### config.mk
export PLATFORM = sky130hd
export DESIGN_NAME = mac_da_lookup
export DESIGN_NICKNAME = d
export VERILOG_FILES = /design/src/rtl/switch_pkg.sv /design/src/rtl/fwd_mask_gen.sv /design/src/rtl/mac_da_lookup.sv
export SDC_FILE = /design/constraint.sdc
export NUM_CORES = 1
export LEC_CHECK = 0
export CAP_MARGIN = 20
export CORE_MARGIN = 2
export CORE_UTILIZATION = 47
export CTS_CLUSTER_SIZE = 12
export DETAILED_ROUTE_END_ITERATION = 10
export GPL_TIMING_DRIVEN = 0
export HOLD_SLACK_MARGIN = 0.12
export PLACE_DENSITY = 0.87
export SLEW_MARGIN = 0
export SYNTH_ARGS = -nofsm -noshare
export SYNTH_HDL_FRONTEND = slang
export SYNTH_SLANG_ARGS = --single-unit
### constraint.sdc
create_clock -name iclk -period 1.9 [get_ports iclk]
set_clock_uncertainty 0.05 [all_clocks]
set_input_delay 0.38 -clock iclk [delete_from_list [all_inputs] [get_ports iclk]]
set_output_delay 0.38 -clock iclk [all_outputs]
set_load 0.01 [all_outputs]
### src/rtl/switch_pkg.sv
// Shared MAC-table definitions used by the source learner and the destination lookup.
package switch_pkg;

  localparam int          lpDA_BYTES  = 6;
  localparam logic [47:0] lpBROADCAST = 48'hFFFF_FFFF_FFFF;
  localparam int          lpSLOTS     = 16384;
  localparam int          lpIDX_W     = $clog2(lpSLOTS);

  typedef enum logic [2:0] {
    IDLE,
    DA,
    LOOKUP,
    RESP,
    DECIDE,
    HOLD,
    SKIP
  } state_e;

endpackage

### src/rtl/fwd_mask_gen.sv
// Turns DA flags, the MAC-table response and the ingress port into an egress mask.
module fwd_mask_gen #(
  parameter int pADRESS = 2,
  parameter int pPORTS  = 2**pADRESS,
  parameter int pTIME   = 9
) (
  input  logic               mcast_i,
  input  logic               bcast_i,
  input  logic [pADRESS-1:0] tbl_port_i,
  input  logic [pTIME-1:0]   tbl_time_i,
  input  logic [pADRESS-1:0] ingress_port_i,
  output logic [pPORTS-1:0]  mask_o,
  output logic               flood_o
);

  logic [pPORTS-1:0] ingressBit;

  // Flooding never sends a frame back out of the port it arrived on.
  always_comb begin
    ingressBit                 = '0;
    ingressBit[ingress_port_i] = 1'b1;
    mask_o                     = '0;
    flood_o                    = 1'b0;
    if (mcast_i || bcast_i || (tbl_time_i == '0)) begin
      mask_o  = ~ingressBit;
      flood_o = 1'b1;
    end else if (tbl_port_i != ingress_port_i) begin
      mask_o[tbl_port_i] = 1'b1;
    end
  end

endmodule

### src/rtl/mac_da_lookup.sv
// Destination-address reader of the MAC table: captures the DA, issues one table
// read per frame and presents a held forwarding decision to the egress arbiter.
module mac_da_lookup
  import switch_pkg::*;
#(
  parameter int pADRESS     = 2,
  parameter int pPORTS      = 2**pADRESS,
  parameter int pSLOTS      = 16384,
  parameter int pDATA_WIDTH = 8,
  parameter int pTIME       = 9
) (
  input  logic                      iclk,
  input  logic                      irst,
  input  logic                      i_dv,
  input  logic [pDATA_WIDTH-1:0]    irx_d,
  input  logic [pADRESS-1:0]        i_port_num,
  output logic [$clog2(pSLOTS)-1:0] o_tbl_addr,
  output logic                      o_tbl_rd,
  input  logic [pADRESS-1:0]        i_tbl_port,
  input  logic [pTIME-1:0]          i_tbl_time,
  output logic                      o_fwd_valid,
  input  logic                      i_fwd_ready,
  output logic [pPORTS-1:0]         o_fwd_mask,
  output logic                      o_fwd_flood,
  output logic [15:0]               o_drop_cnt
);

  localparam int IDX_W = $clog2(pSLOTS);
  localparam int CNT_W = $clog2(lpDA_BYTES);
  localparam int DA_W  = lpDA_BYTES * pDATA_WIDTH;

  state_e             state_q;
  logic [CNT_W-1:0]   cnt_q;
  logic               dv_q;
  logic [DA_W-1:0]    da_q;
  logic [pADRESS-1:0] port_q;
  logic [IDX_W-1:0]   addr_q;
  logic               rd_q;
  logic               valid_q;
  logic [pPORTS-1:0]  mask_q;
  logic               flood_q;
  logic [15:0]        drop_q;

  logic               dvRise;
  logic               mcast;
  logic               bcast;
  logic [15:0]        drop_d;
  logic [pPORTS-1:0]  genMask;
  logic               genFlood;

  assign dvRise = i_dv && !dv_q;
  assign mcast  = da_q[DA_W-pDATA_WIDTH];
  assign bcast  = (da_q == lpBROADCAST);
  assign drop_d = (drop_q == 16'hFFFF) ? drop_q : drop_q + 16'd1;

  fwd_mask_gen #(
    .pADRESS (pADRESS),
    .pPORTS  (pPORTS),
    .pTIME   (pTIME)
  ) u_mask_gen (
    .mcast_i        (mcast),
    .bcast_i        (bcast),
    .tbl_port_i     (i_tbl_port),
    .tbl_time_i     (i_tbl_time),
    .ingress_port_i (port_q),
    .mask_o         (genMask),
    .flood_o        (genFlood)
  );

  always_ff @(posedge iclk) begin
    if (irst) begin
      state_q <= IDLE;
      cnt_q   <= '0;
      dv_q    <= 1'b0;
      da_q    <= '0;
      port_q  <= '0;
      addr_q  <= '0;
      rd_q    <= 1'b0;
      valid_q <= 1'b0;
      mask_q  <= '0;
      flood_q <= 1'b0;
      drop_q  <= '0;
    end else begin
      dv_q <= i_dv;
      case (state_q)
        IDLE: begin
          if (dvRise) begin
            da_q    <= {da_q[DA_W-pDATA_WIDTH-1:0], irx_d};
            port_q  <= i_port_num;
            cnt_q   <= CNT_W'(1);
            state_q <= DA;
          end
        end
        DA: begin
          if (!i_dv) begin
            cnt_q   <= '0;
            state_q <= IDLE;
          end else begin
            da_q <= {da_q[DA_W-pDATA_WIDTH-1:0], irx_d};
            if (cnt_q == CNT_W'(lpDA_BYTES - 1)) begin
              // Index is {byte4[5:0], byte5}; the truncating cast drops byte4's top bits.
              addr_q  <= IDX_W'({da_q[pDATA_WIDTH-1:0], irx_d});
              rd_q    <= 1'b1;
              cnt_q   <= '0;
              state_q <= LOOKUP;
            end else begin
              cnt_q <= cnt_q + CNT_W'(1);
            end
          end
        end
        LOOKUP: begin
          rd_q    <= 1'b0;
          state_q <= RESP;
        end
        // The decision is registered straight from the read response, so DECIDE folds into RESP.
        RESP: begin
          mask_q  <= genMask;
          flood_q <= genFlood;
          valid_q <= 1'b1;
          state_q <= HOLD;
        end
        HOLD: begin
          if (dvRise) begin
            drop_q <= drop_d;
          end
          if (i_fwd_ready) begin
            valid_q <= 1'b0;
            mask_q  <= '0;
            flood_q <= 1'b0;
            state_q <= i_dv ? SKIP : IDLE;
          end
        end
        SKIP: begin
          if (!i_dv) begin
            state_q <= IDLE;
          end
        end
        default: begin
          state_q <= IDLE;
        end
      endcase
    end
  end

  assign o_tbl_addr  = addr_q;
  assign o_tbl_rd    = rd_q;
  assign o_fwd_valid = valid_q;
  assign o_fwd_mask  = mask_q;
  assign o_fwd_flood = flood_q;
  assign o_drop_cnt  = drop_q;

endmodule

### Yosys cells after proc, flatten, opt, wreduce, memory -nomap -nowiden

Cells that the tools add are included.
Widths: inputs -> output; s select.

* input bits: 25
* output and inout port bits: 37
* word-level logic and storage cells: 81
* register bits after elaboration: 94

* bitwise operators: 2
* reduce and logical (&&, ||, !) cells: 19
* equal/unequal tests: 15
* muxes and demuxes: 28
* $lt $le $gt $ge: 4
* add/subtract/negate cells: 2

Operator list (number)
* $mux 48: 2
* $pmux 48 s2: 1
* $eq 48x48->1 const B: 1
* $mux 3: 8
* $pmux 3 s6: 1
* $add 16x1->16 const B: 1
* $eq 16x16->1 const B: 1
* $mux 4: 3
* $reduce_and 3->1: 4
* $ne 2x2->1 const B: 5
* $eq 3x3->1 const B: 3
* $logic_not 9->1: 1
* $pmux 4 s2: 1
* $eq 3x2->1 const B: 2
* $lt 2x3->1 const B: 2
* $mux 1: 6
* $pmux 1 s2: 3
* $pmux 3 s2: 1
* $reduce_and 2->1: 3
* $reduce_bool 2->1: 3
* $demux 1 s2: 2
* $ge 2x1->1 const B: 2
* $not 4->4: 1
* $reduce_and 4->1: 1
* other kinds (9): 12

### Longest topological paths before layout

Gate-level depths: netlist of run 1.

* word-level depth: 7
* mapped depth: 9
* depth with buffers taken out: 6

### By module

Synthesis of run 1 repeated with hierarchy kept, for this count alone.

* cell total of the unflattened synthesis: 463
* area, all modules: 3829.9 sq um

Modules (own cells, without submodules)
* mac_da_lookup: seq. area each 1881.8 sq um, cells an instance 447, area each 3723.6 sq um, instances 1
* fwd_mask_gen: seq. area each 0.0 sq um, cells an instance 16, area each 106.4 sq um, instances 1

### Least setup slack after synthesis of run 1

OpenSTA, ideal clock, no wires.

* kind: flip-flop to flip-flop
* start point: reg drop_q[0], in the netlist o_drop_cnt[0]
* end point: reg drop_q[1], in the netlist o_drop_cnt[1]
* buffers on the path: 0
* data arrival time: 1.622 ns
* library setup time: 0.128 ns
* cell stages (with the launch flop): 7
* data required time: 1.722 ns
* period minus slack after synthesis: 1.800 ns
* slack: 0.100 ns
* path through: dfxtp_1 > ha_1 > nand3_1 > nor4_4 > a21oi_1 > mux2i_1 > nor2_1

* longest elaborated chain between the ends: 3
* elaborated cells between the ends (all ways): 4
* those cells by class: add/sub: 1; eq/ne: 1; bitwise: 1; reduce/logical: 1

Ends and longest elaborated chain
* start, declared: RTL line mac_da_lookup.sv:42 `logic [15:0] drop_q;`
* start signal, assigned: RTL line mac_da_lookup.sv:124 `drop_q <= drop_d;`
* branches (longest 3 deep; another with $add 16x1->16)

Several ways; the timed one is not identified.
A chain may end at the register's enable or synchronous reset.

### Worst setup path after layout of run 1

* start point: reg state_q[1]
* end point: reg mask_q[2], in the netlist o_fwd_mask[2]

* longest elaborated chain between the ends: 3
* elaborated cells between the ends (all ways): 6
* those cells by class: eq/ne: 3; mux: 1; reduce/logical: 2

Ends and longest elaborated chain
* start, declared: RTL line mac_da_lookup.sv:32 `state_e state_q;`
* start signal, assigned: RTL line mac_da_lookup.sv:130 `state_q <= i_dv ? SKIP : IDLE;`
* $eq 3x3->1 or $eq 3x2->1 (tied branches): RTL line mac_da_lookup.sv:85 `case (state_q)`
* $ne 2x2->1 (no source line) or $reduce_bool 2->1 (tied branches)
* $reduce_and 2->1 (no source line)
* end signal, assigned: RTL line mac_da_lookup.sv:117 `mask_q <= genMask;`
* end, declared: RTL line mac_da_lookup.sv:40 `logic [pPORTS-1:0] mask_q;`

Parallel ways exist; a longest one is shown, timed or not.

==> results of run 1 <==
registers in the layout, summed over array words and instances, names as in the netlist:
register,flops
o_drop_cnt,16
o_tbl_addr,14
da_q,11
o_fwd_mask,4
cnt_q,3
state_q,3
port_q,2
dv_q,1
o_fwd_flood,1
o_fwd_valid,1
o_tbl_rd,1
final cells by class:
type,instances,area [sq um]
Inverter,11,41.3
Timing Repair Buffer,62,614
Sequential cell,57,1140
Tap cell,70,87.6
Multi-Input combinational cell,209,1280
Fill cell,417,1680
Clock inverter,4,51.3
Clock buffer,12,155
Buffer,28,150
stage by stage:
stage          worst slack [ns]  instance area [sq um]  hold WS (ns)
3_3_place_gp             -0.479                   3260         0.384
5_1_grt                 -0.0350                   3520         0.422
4_1_cts                  0.0349                   3490         0.402
2_1_floorplan             0.100                   2570         0.378
3_5_place_dp             -0.528                   3260         0.393
6_report                 0.0731                   3520         0.400
logic make-up (layout without fill, tap and decap cells):
| group | after synthesis | count (layout) | synth area share [%] |
|---|---|---|---|
| AND/OR/NAND/NOR | 125 | 125 | 23.7 |
| flip-flops | 57 | 57 | 44.4 |
| AO/OA/AOI/OAI | 53 | 53 | 13.1 |
| buffers and inverters | 39 | 117 | 7.34 |
| multiplexers | 17 | 17 | 6.61 |
| XOR/XNOR | 13 | 13 | 4.43 |
| adder cells (fa/ha/maj) | 1 | 1 | 0.486 |
worst max path at each step:
stage	cells past startpoint	end
floorplan	6	o_drop_cnt[1]
global placement	7	o_tbl_addr[13]
detailed placement	7	o_tbl_addr[8]
CTS	6	o_drop_cnt[14]
global route	6	o_drop_cnt[6]
finish	5	o_fwd_mask[2]
tightest hold or removal path, cell delays in order (launching register included):
cell	delay, ns
dfxtp_1	0.31
nand2_1	0.05
nand2_1	0.05
power by group:
group / internal [uW] / switching [uW] / total [uW]
sequential: 1220 / 18.5 / 1240
clock: 677 / 491 / 1170
combinational: 121 / 121 / 242
total: 2020 / 630 / 2650
synth_stat cells, types with 2 or more instances:
cell type / number / area [sq um]
clkbuf_1: 13 / 48.8
nand2b_1: 3 / 18.8
buf_6: 3 / 33.8
nor2_1: 48 / 180
and3b_1: 2 / 17.5
mux2i_1: 17 / 170
nor4_1: 6 / 37.5
inv_1: 11 / 41.3
a32oi_1: 3 / 26.3
and4_1: 2 / 17.5
buf_2: 10 / 50.1
a31o_2: 2 / 17.5
xnor2_1: 13 / 114
nor3_1: 6 / 30.0
buf_4: 2 / 15.0
nand3_1: 6 / 30.0
nor2b_1: 2 / 12.5
dfxtp_1: 57 / 1140
nand2_1: 37 / 139
a211oi_1: 7 / 52.6
o21ai_0: 10 / 50.1
nor3b_1: 2 / 15.0
a21oi_1: 23 / 115
nand4_1: 2 / 12.5
per-layer routing:
metal  track usage, %  vias up
met4             6.67        0
met5                0        -
met3             9.07       10
met1             25.1     1112
li1                 -     1179
met2             36.1       65
what timing repair did:
item,4_1_cts,5_1_grt
pin swaps,1,0
hold buffers,0,0
endpoints found under the hold margin,0,0
gates resized for setup,3,5
setup buffers,2,0
endpoints found under the setup margin,27,9
==> results.cfg, run 1 <==
[outcome]
status = complete, no violations

[detailed_routing]
wl_per_cell_microns = 13.4
drtIter0Drc = 171
wl_met3_microns = 371
top_layer_used = met4
vias_per_cell = 5.22
postRouteAntennaNets = 0
dr_wl_met2_microns = 2990
drc = 0
drt-total-wl_microns = 6050
via_count = 2366
met1_length_microns = 2620
drt_pass1_iterations = 4

[finish]
fin_util_pct = 67.7
finalNetCount = 404
final_common_cell = clkdlybuf4s50_1
num_antenna_cells = 0
fin_cells = 453
drive_gt1_share_pct = 12.0
syn_to_final_growth_pct = 36.9
layout_common_cells = clkdlybuf4s50_1 (59), dfxtp_1 (57), nor2_1 (48)

[sta]
slew_viol_final = 0
fin_crit_ns = 1.83
rsz0062_at_grt = true
period_share_pct = 96.2
tns_ns = 0
final-setup-viol-count = 0
fmax_mhz = 547
worst_pin_slew_ns = 0.539
maxSlewHeadroom_pct = 63.7
hold_violations = 0

[logic_synthesis]
syn_area_per_cell_sq_um = 8.43
yosysUniqueCellTypes = 42
yosys_warnings = 0
synth_seq_cells = 57
synth_ff_type = dfxtp_1
syn_area_sq_um = 2570
yosysSeqAreaShare_pct = 44.4
synth_nets = 331
synthArstFlopShare_pct = 0
synth_edf_count = 0
synth_cells = 305

[worst_hold_path]
hp-class = reg2reg
holdPathEnd = o_fwd_mask[0]
min_from = o_fwd_mask[0]
whs_path_depth = 2

[placement]
place_congestion = 0.878
dp_hpwl_microns = 4350
place_inst = 435
io_buffers = 60

[global_route]
grt_pass1_vias = 2301
antenna_found_initial = 0
track_usage_pct = 21.6
grt_start_max_net_pins = 11
grt_pass1_wl_microns = 10300
grt-ovfl-total = 0

[die]
start_util_pct = 49.4
rows = 26
die_w_microns = 78.0
die_y_microns = 78.0
io_pins = 62
coreArea_sq_um = 5200
die_area_sq_um = 6080

[power_and_ir_drop]
total_power_uw = 2650
powerDensity_nw_per_um2 = 751
ir_worst_vdd_v = 0.000534
p_leak_uw = 0.00121

[critical_path]
end_kind = flop
cpPeakStageDelay_ns = 0.48
cp_max_fo = 10
arrival_ns = 2.04
reg2reg_slack_ns = 0.07
crit_required_ns = 2.12
start_kind = flop
timing.rr.start = state_q[1]
crit_slowest_cell = nor4_1
cpLargestDelayFamily = buffers and inverters
worst-path-buf-inv = 2
reg2reg_depth = 5
criticalPathCategory = reg2reg
worstPathCellList = clkbuf_1 > inv_1 > nor4_1 > o21ai_0 > o21ai_0
reg2reg_to = o_fwd_mask[2]
crit_start = state_q[1]
crit_top_cell = o21ai_0

[clocking]
cts_root_buf = clkbuf_8
ctsLongestPathBuffers = 2
clk_pin_slew_ns = 0.07
clk_latency_ns = 0.34
cts_sinks = 57
h-tree-depth = 3
cts-buffers-inserted = 9
cts_tree = yes

[flow_run]
cap_violations = 0
Note: power is estimated with default switching activity, not from simulation.
==> run 2: changes to the inputs <==
- GPL_TIMING_DRIVEN: 0 -> default
==> results.cfg, run 2 (synthesis gave the netlist of run 1 again) <==
[die]
rows = 26
die_area_sq_um = 6080
coreArea_sq_um = 5200
start_util_pct = 49.4
die_w_microns = 78.0
io_pins = 62
die_y_microns = 78.0

[clocking]
cts_tree = yes
cts-buffers-inserted = 9
clk_latency_ns = 0.34
h-tree-depth = 3
clk_pin_slew_ns = 0.07
cts_sinks = 57
postCtsSetupRepairBufs = 0
ctsLongestPathBuffers = 2
cts_root_buf = clkbuf_8

[outcome]
status = complete, no violations

[sta]
worst_slack_ns = 0.0862
worst_pin_slew_ns = 0.548
fmax_mhz = 551
rsz0062_at_grt = false
period_share_pct = 95.5
hold-worst-slack_ns = 0.322
fin_crit_ns = 1.81
hold_violations = 0
final-setup-viol-count = 0
maxSlewHeadroom_pct = 63.2
slew_viol_final = 0

[placement]
place_congestion = 0.860
io_buffers = 61
place_inst = 433
place_ws_ns = -0.309
placed_cell_area_sq_um = 3320
dp_hpwl_microns = 4220

[critical_path]
reg2reg_slack_ns = 0.15
reg2reg_depth = 5
worstPathCellList = buf_4 > clkdlybuf4s50_1
cp_max_fo = 4
crit_required_ns = 1.47
cpLargestDelayFamily = buffers and inverters
cpPeakStageDelay_ns = 0.53
crit_start = o_drop_cnt[11]
timing.rr.start = state_q[0]
criticalPathCategory = reg2out
arrival_ns = 1.38
crit_slowest_cell = clkdlybuf4s50_1
start_kind = flop
reg2reg_to = o_tbl_addr[9]
end_kind = output pin
worst-path-buf-inv = 2

[finish]
final_common_cell = clkdlybuf4s50_1
drive_gt1_share_pct = 14.5
syn_to_final_growth_pct = 38.3
fin_cells = 449
fin_util_pct = 68.4
final_area_sq_um = 3560
finalNetCount = 400
largest_reg_flops = 16
num_antenna_cells = 0
layout_common_cells = clkdlybuf4s50_1 (60), dfxtp_1 (57), nor2_1 (47)

[detailed_routing]
via_count = 2325
vias_per_cell = 5.18
drt_pass1_iterations = 4
wl_per_cell_microns = 13.3
drtIter0Drc = 163
postRouteAntennaNets = 0
drc = 0
drt-total-wl_microns = 5960

[power_and_ir_drop]
comb_power_share_pct = 8.3
p_leak_uw = 0.00126
switching_share_pct = 23.0
seq_power_share_pct = 45.4
cellInternalPower_uw = 2110
ir_worst_vdd_v = 0.000488
p_sw_uw = 628
powerDensity_nw_per_um2 = 768
clock_power_share_pct = 46.3

[global_route]
track_usage_pct = 20.6
antenna_found_initial = 0
grt-ovfl-total = 0
grt_pass1_wl_microns = 9940
grt_start_max_net_pins = 32
grt_pass1_vias = 2194

[flow_run]
cap_violations = 0

[worst_hold_path]
holdPathEnd = o_drop_cnt[0]
whs_path_depth = 2
min_from = irst
hp-class = in2reg
-- run 2: cell type report --
type | instances | area (sq um)
well taps | 70 | 87.6
clock buffers | 11 | 141
flip-flops and latches | 57 | 1140
fillers | 420 | 1650
inverters | 11 | 41.3
multi-input cells | 209 | 1260
repair buffers | 86 | 806
clock inverters | 5 | 78.8
-- run 2: how the worst max path moves through the flow --
stage                     end  slack [ns]  cells after the start
4_1_cts               da_q[3]       0.005                      6
6_report       o_drop_cnt[11]        0.09                      2
2_1_floorplan   o_drop_cnt[1]        0.10                      6
3_3_place_gp         da_q[40]       -0.20                      6
3_5_place_dp          da_q[3]       -0.31                      6
5_1_grt         o_drop_cnt[5]        0.02                      7
-- run 2: metal layers --
metal,part of all wire [%],up-vias,global-route usage [%]
li1,-,1173,-
met1,45,1085,24.8
met2,47,58,33.0
met3,6.3,9,7.79
met4,1.5,0,8.77
met5,0,-,0
-- run 2: per-stage QoR --
step                      setup TNS, ns  total power (uW)
final                                 0              2730
after global routing                  0              2840
after CTS                             0              2750
after detailed placement          -7.28              1490
after global placement            -5.42              1480
after floorplan                       0              1410
-- run 2: what timing repair did --
action / 4_1_cts / 5_1_grt
endpoints found under the setup margin: 0 / 13
resized for setup: 0 / 3
hold buffers: 0 / 0
-- run 2: power groups by stage --
| stage | Clock (uW) | Combinational [uW] | Sequential (uW) |
|---|---|---|---|
| after detailed placement | 0 | 222 | 1270 |
| after global routing | 1340 | 248 | 1240 |
| final | 1270 | 227 | 1240 |
| after CTS | 1280 | 226 | 1240 |
| after global placement | 0 | 217 | 1270 |
| after floorplan | 0 | 152 | 1260 |
==> run 3: changes to the inputs <==
- SKIP_CTS_REPAIR_TIMING: default -> 1
==> results of run 3 <==
No change in the layout: final DEF, timing and power equal those of run 2.
